===== config.mk =====
export PLATFORM = sky130hd
export DESIGN_NAME = fp32_class_stats
export DESIGN_NICKNAME = d
export VERILOG_FILES = /design/src/rtl/fp32_class_stats.sv
export SDC_FILE = /design/constraint.sdc
export NUM_CORES = 1
export LEC_CHECK = 0
export CORE_MARGIN = 4
export CORE_UTILIZATION = 48
export CTS_CLUSTER_DIAMETER = 150
export CTS_CLUSTER_SIZE = 10
export DETAILED_ROUTE_END_ITERATION = 10
export HOLD_SLACK_MARGIN = 0.03
export PLACE_DENSITY = 0.65
export SLEW_MARGIN = 30
export SYNTH_ARGS = -nofsm -noshare
export SYNTH_HDL_FRONTEND = slang
export SYNTH_SLANG_ARGS = --single-unit

===== constraint.sdc =====
create_clock -name clk -period 3.3 [get_ports clk]
set_clock_uncertainty 0.15 [all_clocks]
set_input_delay 0.825 -clock clk [delete_from_list [all_inputs] [get_ports clk]]
set_output_delay 0.825 -clock clk [all_outputs]
set_load 0.005 [all_outputs]

===== src/rtl/fp32_class_stats.sv =====
// fp32_class_stats: saturating per-category counters and a total for FP32 class flags,
// sticky NaN flags, registered read port. Optional check: FP32_CLASS_STATS_ONEHOT_CHECK_EN.
module fp32_class_stats #(
  parameter int CNT_W = 16
) (
  input  logic             clk,
  input  logic             rst,
  input  logic             in_valid,
  output logic             in_ready,
  input  logic [9:0]       in_class,
  input  logic             clear,
  input  logic             rd_req,
  input  logic [3:0]       rd_sel,
  output logic             rd_valid,
  output logic [CNT_W+3:0] rd_data,
  output logic             nan_seen,
  output logic             snan_seen,
  output logic             class_err
);
  localparam int         TOT_W     = CNT_W + 4;
  localparam int         NCAT      = 10;
  localparam logic [3:0] SEL_TOTAL = 4'd10;

  logic [CNT_W-1:0] cnt [NCAT];
  logic [TOT_W-1:0] total;
  logic [TOT_W-1:0] rd_mux;
  logic [9:0]       cnt_inc;
  logic             accept;
  logic             class_ok;

  assign in_ready = !rst && !clear;
  assign accept   = in_valid && in_ready;

`ifdef FP32_CLASS_STATS_ONEHOT_CHECK_EN
  logic onehot;
  assign onehot   = (in_class != '0) && ((in_class & (in_class - 10'd1)) == '0);
  assign class_ok = onehot;

  // NOTE: sequential state uses non-blocking assignments so every flop samples pre-edge values.
  always_ff @(posedge clk) begin
    if (rst || clear) class_err <= 1'b0;
    else if (accept && !onehot) class_err <= 1'b1;
  end
`else
  assign class_ok  = 1'b1;
  assign class_err = 1'b0;
`endif

  // A rejected (non-one-hot) beat touches no category counter and no NaN flag.
  assign cnt_inc = (accept && class_ok) ? in_class : '0;

  // NOTE: the counter array is built from flops, not RAM, so it is reset with everything else.
  always_ff @(posedge clk) begin
    if (rst || clear) begin
      for (int i = 0; i < NCAT; i++) cnt[i] <= '0;
      total     <= '0;
      nan_seen  <= 1'b0;
      snan_seen <= 1'b0;
    end else begin
      for (int i = 0; i < NCAT; i++) begin
        if (cnt_inc[i] && (cnt[i] != '1)) cnt[i] <= cnt[i] + 1'b1;
      end
      if (accept && (total != '1)) total <= total + 1'b1;
      if (cnt_inc[9] || cnt_inc[8]) nan_seen  <= 1'b1;
      if (cnt_inc[9])               snan_seen <= 1'b1;
    end
  end

  always_comb begin
    // NOTE: default assigned first so every path drives rd_mux and no latch is inferred.
    rd_mux = '0;
    for (int i = 0; i < NCAT; i++) begin
      if (rd_sel == 4'(i)) rd_mux = {4'b0000, cnt[i]};
    end
    if (rd_sel == SEL_TOTAL) rd_mux = total;
  end

  // Read samples the counters as registered, so a same-cycle increment or clear is not seen.
  always_ff @(posedge clk) begin
    if (rst) begin
      rd_valid <= 1'b0;
      rd_data  <= '0;
    end else begin
      rd_valid <= rd_req;
      if (rd_req) rd_data <= rd_mux;
    end
  end

endmodule


==> results_tabular.tex, run 1 <==
\begin{tabular}{lr}
\hline
Metric & Value \\
\hline
\multicolumn{2}{l}{\textbf{Detailed routing}} \\
Number of DRC markers in iteration 0 & 877 \\
Antenna violation net count after detailed routing & 0 \\
Detailed-route wire length & 28600 um \\
Via-to-Cell Ratio & 5.73 \\
Vias & 8707 \\
Count of TritonRoute iterations in the first routing pass & 5 \\
Routed wirelength normalized by instance count & 18.8 um \\
Detailed-route DRC error count & 0 \\
\multicolumn{2}{l}{\textbf{Cells and area}} \\
Post-route design area & 13200 um2 \\
\# fillers & 2089 \\
Commonest non-fill, non-tap cell in the layout & nor2\_1 \\
Commonest non-fill, non-tap cells in the layout & 222 x nor2\_1, 160 x edfxtp\_1, 89 x xor2\_1, 83 x nand2\_1, 70 x nand3\_1 \\
Area growth from synthesis to layout & 13.8\% \\
Final Util & 0.558 \\
Non-filler instance count after layout & 1520 \\
Share of final-layout standard cells stronger than drive strength 1 & 0.0933 \\
Total Nets Final & 1222 \\
Antenna diode instance count & 0 \\
\multicolumn{2}{l}{\textbf{Yosys}} \\
Post-synthesis compound-gate area fraction & 0.0823 \\
Number of synthesized register bits & 203 \\
Share of flip-flops with an asynchronous set or reset & 0 \\
Netlist area before placement & 11600 um2 \\
Post-synth net total & 1164 \\
Sequential area share after synthesis & 0.489 \\
Post-synthesis cell type count & 56 \\
Main synth FF type & edfxtp\_1 \\
Total number of yosys warnings & 0 \\
Gate Count Post-Synth & 1134 \\
Combinational family with the most area after synthesis & simple AND/OR/NAND/NOR gates \\
Simple-Gate Fraction of Synth Area & 0.204 \\
Fraction of synthesized cell area in xor and xnor cells & 0.108 \\
Mean post-synth cell area & 10.2 um2 \\
Number of synthesized flops with an enable pin & 160 \\
Share of synthesized cell area in full adder, half adder and majority cells & 0.0119 \\
Multiplexer share of the synthesized area & 0.0726 \\
\multicolumn{2}{l}{\textbf{Setup path}} \\
Logic depth of the worst register-to-register path & 7 \\
Critical Path Source Type & primary input \\
Critical path class & primary input to output pin \\
Worst Path Max Fanout & 2 \\
Worst setup EP type & output pin \\
Data arrival, critical path & 2.26 ns \\
R2R Setup Slk & 1.05 ns \\
Worst EP required & 2.32 ns \\
Capture instance of the worst register-to-register path & cnt[4][4] \\
R2r startpoint & cnt[4][0] \\
Crit. Startpoint & rst \\
\multicolumn{2}{l}{\textbf{Hold path}} \\
WHS Endpoint & nan\_seen \\
Hold path start & nan\_seen \\
Kind of path behind the tightest hold check & flip-flop to flip-flop \\
Cells on Worst Hold Path & 2 \\
\multicolumn{2}{l}{\textbf{Clocking}} \\
Post-CTS Setup Inserts & 0 \\
Clock transition at the register clock pins on the worst setup and hold paths after CTS & 0.06 ns \\
CTS sink cnt & 203 \\
Number of buffers inserted for hold repair after clock tree synthesis & 0 \\
Largest buffer count on any clock path & 3 \\
Clock root buffer & clkbuf\_16 \\
Number of clock buffers inserted by TritonCTS & 24 \\
CTS tree & built \\
\# H-tree levels & 1 \\
CTS-repair resized insts & 0 \\
Clock latency at the later pin of the worst-skew pair & 0.52 ns \\
\multicolumn{2}{l}{\textbf{Global routing}} \\
Grt met3 use & 0.0308 \\
Wire length of the first global-routing pass & 45800 um \\
M1 GR Usage & 0.309 \\
Antenna violations before repair & 0 \\
Top Usage Layer GRT & met2 \\
Vias in the first global route & 8415 \\
Maximum number of pins on one net before global-route repair & 44 \\
GR Util All Layers & 0.216 \\
GRT met2 Usage & 0.339 \\
Aggregate global routing overflow & 0 \\
\multicolumn{2}{l}{\textbf{Place}} \\
\# port buffers & 42 \\
Placed Cells & 1485 \\
Instance area after placement & 12500 um2 \\
Post-detail-place hpwl & 20800 um \\
RD Place Congestion & 0.876 \\
Worst slack at placement & 0.0741 ns \\
\multicolumn{2}{l}{\textbf{Die}} \\
Core footprint & 23600 um2 \\
Placement Rows & 56 \\
Total die area & 26700 um2 \\
Initial core utilization & 0.491 \\
Number of primary I/O pins & 44 \\
Overall die width & 163 um \\
Die Height & 163 um \\
\multicolumn{2}{l}{\textbf{STA}} \\
Upper clock frequency limit & 0.309 GHz \\
Post-Route Setup TNS & 0 ns \\
Final worst path period need & 3.23 ns \\
Slew HR & 0.558 \\
Actual transition at the worst max-transition pin & 0.661 ns \\
Final number of max-transition violations & 0 \\
Final cycle utilization of the critical path & 0.979 \\
Final worst-path setup slack & 0.0688 ns \\
Setup violators final & 0 \\
Unrepaired setup endpoints after global routing & false \\
Hold Violations, Final & 0 \\
\multicolumn{2}{l}{\textbf{Power and ir drop}} \\
Power density over the cells & 448 nW/um2 \\
Peak supply drop & 0.000367 V \\
Cell leakage power & 4.40 nW \\
\multicolumn{2}{l}{\textbf{Outcome}} \\
Status & completed \\
\multicolumn{2}{l}{\textbf{Job}} \\
Maximum Capacitance Violations & 0 \\
\hline
\end{tabular}
-- synthesized netlist by cell type (19+ instances only) --
library cell	count	area, um2
nand3_1	70	350
inv_1	22	82.6
xor2_1	89	780
clkbuf_1	21	78.8
o21ai_0	25	125
edfxtp_1	160	4800
nand4_1	34	213
and3_1	19	119
nor2_1	222	833
nand2_1	83	312
and4_1	19	166
mux2i_1	30	300
xnor2_1	54	473
buf_2	21	105
dfxtp_1	43	861
-- stage by stage --
step,hold WS (ns),power (mW)
2_1_floorplan,0.289,3.35
3_3_place_gp,0.283,3.58
3_5_place_dp,0.295,3.58
4_1_cts,0.304,5.95
5_1_grt,0.321,6.12
6_report,0.296,5.91
-- critical path, cell delays in order --
cell             delay (ns)
clkdlybuf4s50_1        0.41
or2_2                  0.39
inv_1                  0.12
clkdlybuf4s50_1        0.50
-- how the worst max path moves through the flow --
stage	endpoint	slack [ns]
final	in_ready	0.07
after global routing	in_ready	0.02
after CTS	in_ready	0.06
after detailed placement	in_ready	0.07
after global placement	in_ready	0.07
after floorplan	cnt[6][0]	0.49
-- sequential cells by signal, indices dropped and copies added (netlist names) --
signal / flops
rd_valid: 1
cnt: 160
nan_seen: 1
snan_seen: 1
total: 20
rd_data: 20
-- layer usage --
metal | up-vias | wire (um)
li1 | 4223 | -
met1 | 4182 | 13100
met2 | 244 | 12800
met3 | 58 | 1520
met4 | 0 | 1090
met5 | - | 0
-- logic make-up after synthesis --
logic type / count (synthesis)
xor+xnor: 143
compound gates: 135
buf+inv: 76
fa+ha+maj: 11
mux: 60
flops: 203
other cells: 1
simple gates: 505
-- cell type report --
cell class | instances | area [um2] | area share
repair buffers | 85 | 816 | 0.0619
inverters | 23 | 86.3 | 0.00655
clock inverters | 1 | 8.76 | 0.000664
flip-flops and latches | 203 | 5670 | 0.430
multi-input cells | 855 | 5550 | 0.421
well taps | 319 | 399 | 0.0303
clock buffers | 34 | 659 | 0.0500
-- where the power goes --
group / internal, mW / switching [mW]
clock: 1.37 / 0.999
sequential: 2.88 / 0.168
combinational: 0.233 / 0.255
total: 4.48 / 1.42
(Power assumes the default switching activity.)
==> inputs of run 2 (changes only) <==
CELL_PAD_IN_SITES_DETAIL_PLACEMENT = 1   (was default)
CELL_PAD_IN_SITES_GLOBAL_PLACEMENT = 1   (was default)
PLACE_DENSITY = default   (was 0.65)
PLACE_DENSITY_LB_ADDON = 0.1   (was default)
==> run 2 against run 1 <==
  * Cell count up 0.46%
  * Die area did not move
  * Sequential power about the same
  * First-iteration DRC count fell by 24%
  * Register-to-register slack worse by 0.20 ns
  * Clock-buffer cell count grew 8
  * Worst hold slack better by 0.0014 ns
  * Global-route usage up 3.2 points
  * Critical endpoint unchanged
  * Largest power group unchanged
==> results_tabular.tex, run 2 (same netlist as run 1, synthesis figures left out) <==
\begin{tabular}{lr}
\hline
Metric & Value \\
\hline
\multicolumn{2}{l}{\textbf{Detailed routing}} \\
Via-to-Cell Ratio & 5.90 \\
Routed wirelength normalized by instance count & 21.3 um \\
Count of TritonRoute iterations in the first routing pass & 5 \\
Vias & 9013 \\
Detailed-route wire length & 32500 um \\
Number of DRC markers in iteration 0 & 663 \\
Detailed-route DRC error count & 0 \\
Antenna violation net count after detailed routing & 0 \\
\multicolumn{2}{l}{\textbf{Power and ir drop}} \\
Sw power & 1.49 mW \\
Fraction of power consumed by combinational cells & 0.082 \\
Switching power as a share of total power & 0.248 \\
Power density over the cells & 455 nW/um2 \\
Sequential group share of total power & 0.509 \\
Cell leakage power & 4.40 nW \\
Internal power component & 4.52 mW \\
Peak supply drop & 0.000349 V \\
Clock network fraction of design power & 0.409 \\
\multicolumn{2}{l}{\textbf{Setup path}} \\
Critical path class & primary input to output pin \\
Worst EP required & 2.32 ns \\
Highest cell delay on the worst timing path & 0.52 ns \\
R2R Setup Slk & 0.85 ns \\
Max stage delay cell, worst path & clkdlybuf4s50\_1 \\
Data arrival, critical path & 2.23 ns \\
Cell type with the highest occurrence count on the critical path & clkdlybuf4s50\_1 \\
Logic depth of the worst register-to-register path & 6 \\
Capture instance of the worst register-to-register path & total[4] \\
Worst setup EP type & output pin \\
Cell breakdown of the critical path & clkdlybuf4s50\_1, or2\_2, inv\_1, clkdlybuf4s50\_1 \\
Worst Path Max Fanout & 2 \\
R2r startpoint & total[0] \\
Critical Path Source Type & primary input \\
\multicolumn{2}{l}{\textbf{Cells and area}} \\
Area growth from synthesis to layout & 13.9\% \\
Number of flip-flops in the largest register & 160 \\
\# fillers & 2616 \\
Commonest non-fill, non-tap cell in the layout & nor2\_1 \\
Antenna diode instance count & 0 \\
Share of final-layout standard cells stronger than drive strength 1 & 0.0919 \\
Commonest non-fill, non-tap cells in the layout & 222 x nor2\_1, 160 x edfxtp\_1, 89 x xor2\_1, 83 x nand2\_1, 70 x nand3\_1 \\
Register cell area after layout & 5670 um2 \\
Total Nets Final & 1221 \\
Area of combinational cells with multiple inputs & 5550 um2 \\
Register with the highest flop count & cnt \\
Largest registers & cnt (160), rd\_data (20), total (20) \\
\multicolumn{2}{l}{\textbf{STA}} \\
Slew HR & 0.388 \\
Setup violators final & 0 \\
Final worst path period need & 3.21 ns \\
Actual transition at the worst max-transition pin & 0.912 ns \\
Final number of max-transition violations & 0 \\
Post-Route Setup TNS & 0 ns \\
Final cycle utilization of the critical path & 0.972 \\
Final worst-path setup slack & 0.0908 ns \\
Unrepaired setup endpoints after global routing & false \\
Upper clock frequency limit & 0.312 GHz \\
Hold Violations, Final & 0 \\
\multicolumn{2}{l}{\textbf{Hold path}} \\
Cells on Worst Hold Path & 2 \\
WHS Endpoint & snan\_seen \\
Hold path start & snan\_seen \\
Kind of path behind the tightest hold check & flip-flop to flip-flop \\
\multicolumn{2}{l}{\textbf{Clocking}} \\
CTS-repair resized insts & 0 \\
CTS sink cnt & 203 \\
Clock latency at the later pin of the worst-skew pair & 0.52 ns \\
Clock transition at the register clock pins on the worst setup and hold paths after CTS & 0.06 ns \\
Number of clock buffers inserted by TritonCTS & 24 \\
CTS tree & built \\
Number of buffers inserted for hold repair after clock tree synthesis & 0 \\
\# H-tree levels & 1 \\
Post-CTS Setup Inserts & 0 \\
Clock root buffer & clkbuf\_16 \\
Largest buffer count on any clock path & 3 \\
\multicolumn{2}{l}{\textbf{Place}} \\
\# port buffers & 42 \\
Worst slack at placement & 0.0777 ns \\
Post-detail-place hpwl & 23800 um \\
RD Place Congestion & 0.906 \\
\multicolumn{2}{l}{\textbf{Global routing}} \\
Aggregate global routing overflow & 0 \\
Maximum number of pins on one net before global-route repair & 44 \\
Antenna violations before repair & 0 \\
GR Util All Layers & 0.248 \\
Wire length of the first global-routing pass & 52000 um \\
Vias in the first global route & 9182 \\
\multicolumn{2}{l}{\textbf{Die}} \\
Core footprint & 23600 um2 \\
Total die area & 26700 um2 \\
Placement Rows & 56 \\
Initial core utilization & 0.491 \\
Number of primary I/O pins & 44 \\
Die Height & 163 um \\
Overall die width & 163 um \\
\multicolumn{2}{l}{\textbf{Job}} \\
Maximum Capacitance Violations & 0 \\
\multicolumn{2}{l}{\textbf{Outcome}} \\
Status & completed \\
\hline
\end{tabular}
## run 2: changes by cell type in the layout (fill, tap and decap cells not counted)
cell      before  now
clkbuf_1       9   17
buf_12         6    5
## run 2: worst max-delay path by stage
stage | from | cells past startpoint | to | slack, ns
5_1_grt | rst | 4 | in_ready | 0.04
4_1_cts | rst | 4 | in_ready | 0.07
2_1_floorplan | rst | 7 | cnt[6][0] | 0.49
3_5_place_dp | rst | 4 | in_ready | 0.08
6_report | rst | 4 | in_ready | 0.09
3_3_place_gp | rst | 4 | in_ready | 0.09
## run 2: worst max-delay path, delay by kind of cell
kind	cells	cell delay, ns
buffers and inverters	3	1.08
and+or+nand+nor	1	0.33
## run 2: routing by layer
layer	wire, um	track usage
met2	16000	0.421
met4	885	0.0614
met1	14200	0.344
met5	0	0
met3	1470	0.0250
## run 2: power groups by stage
stage	Clock [mW]	Combinational, mW	Sequential (mW)
after floorplan	0	0.316	3.04
after global placement	0	0.483	3.10
after detailed placement	0	0.494	3.11
after CTS	2.50	0.498	3.06
after global routing	2.61	0.540	3.08
final	2.46	0.495	3.06
## run 2: area by class of cell
class / instances / area share
clock buffers: 42 / 0.0522
repair buffers: 84 / 0.0603
flip-flops and latches: 203 / 0.429
clock inverters: 1 / 0.000664
well taps: 319 / 0.0302
inverters: 23 / 0.00654
multi-input cells: 855 / 0.421
## run 2: metrics by stage
step | instances | utilization | power, mW | area [um2] | hold WS (ns)
finish | 1527 | 0.559 | 6.01 | 13200 | 0.297
global route | 1527 | 0.559 | 6.22 | 13200 | 0.326
CTS | 1527 | 0.559 | 6.05 | 13200 | 0.303
detailed placement | 1484 | 0.529 | 3.60 | 12500 | 0.295
global placement | 1484 | 0.529 | 3.59 | 12500 | 0.282
floorplan | 1134 | - | 3.35 | 11600 | 0.289
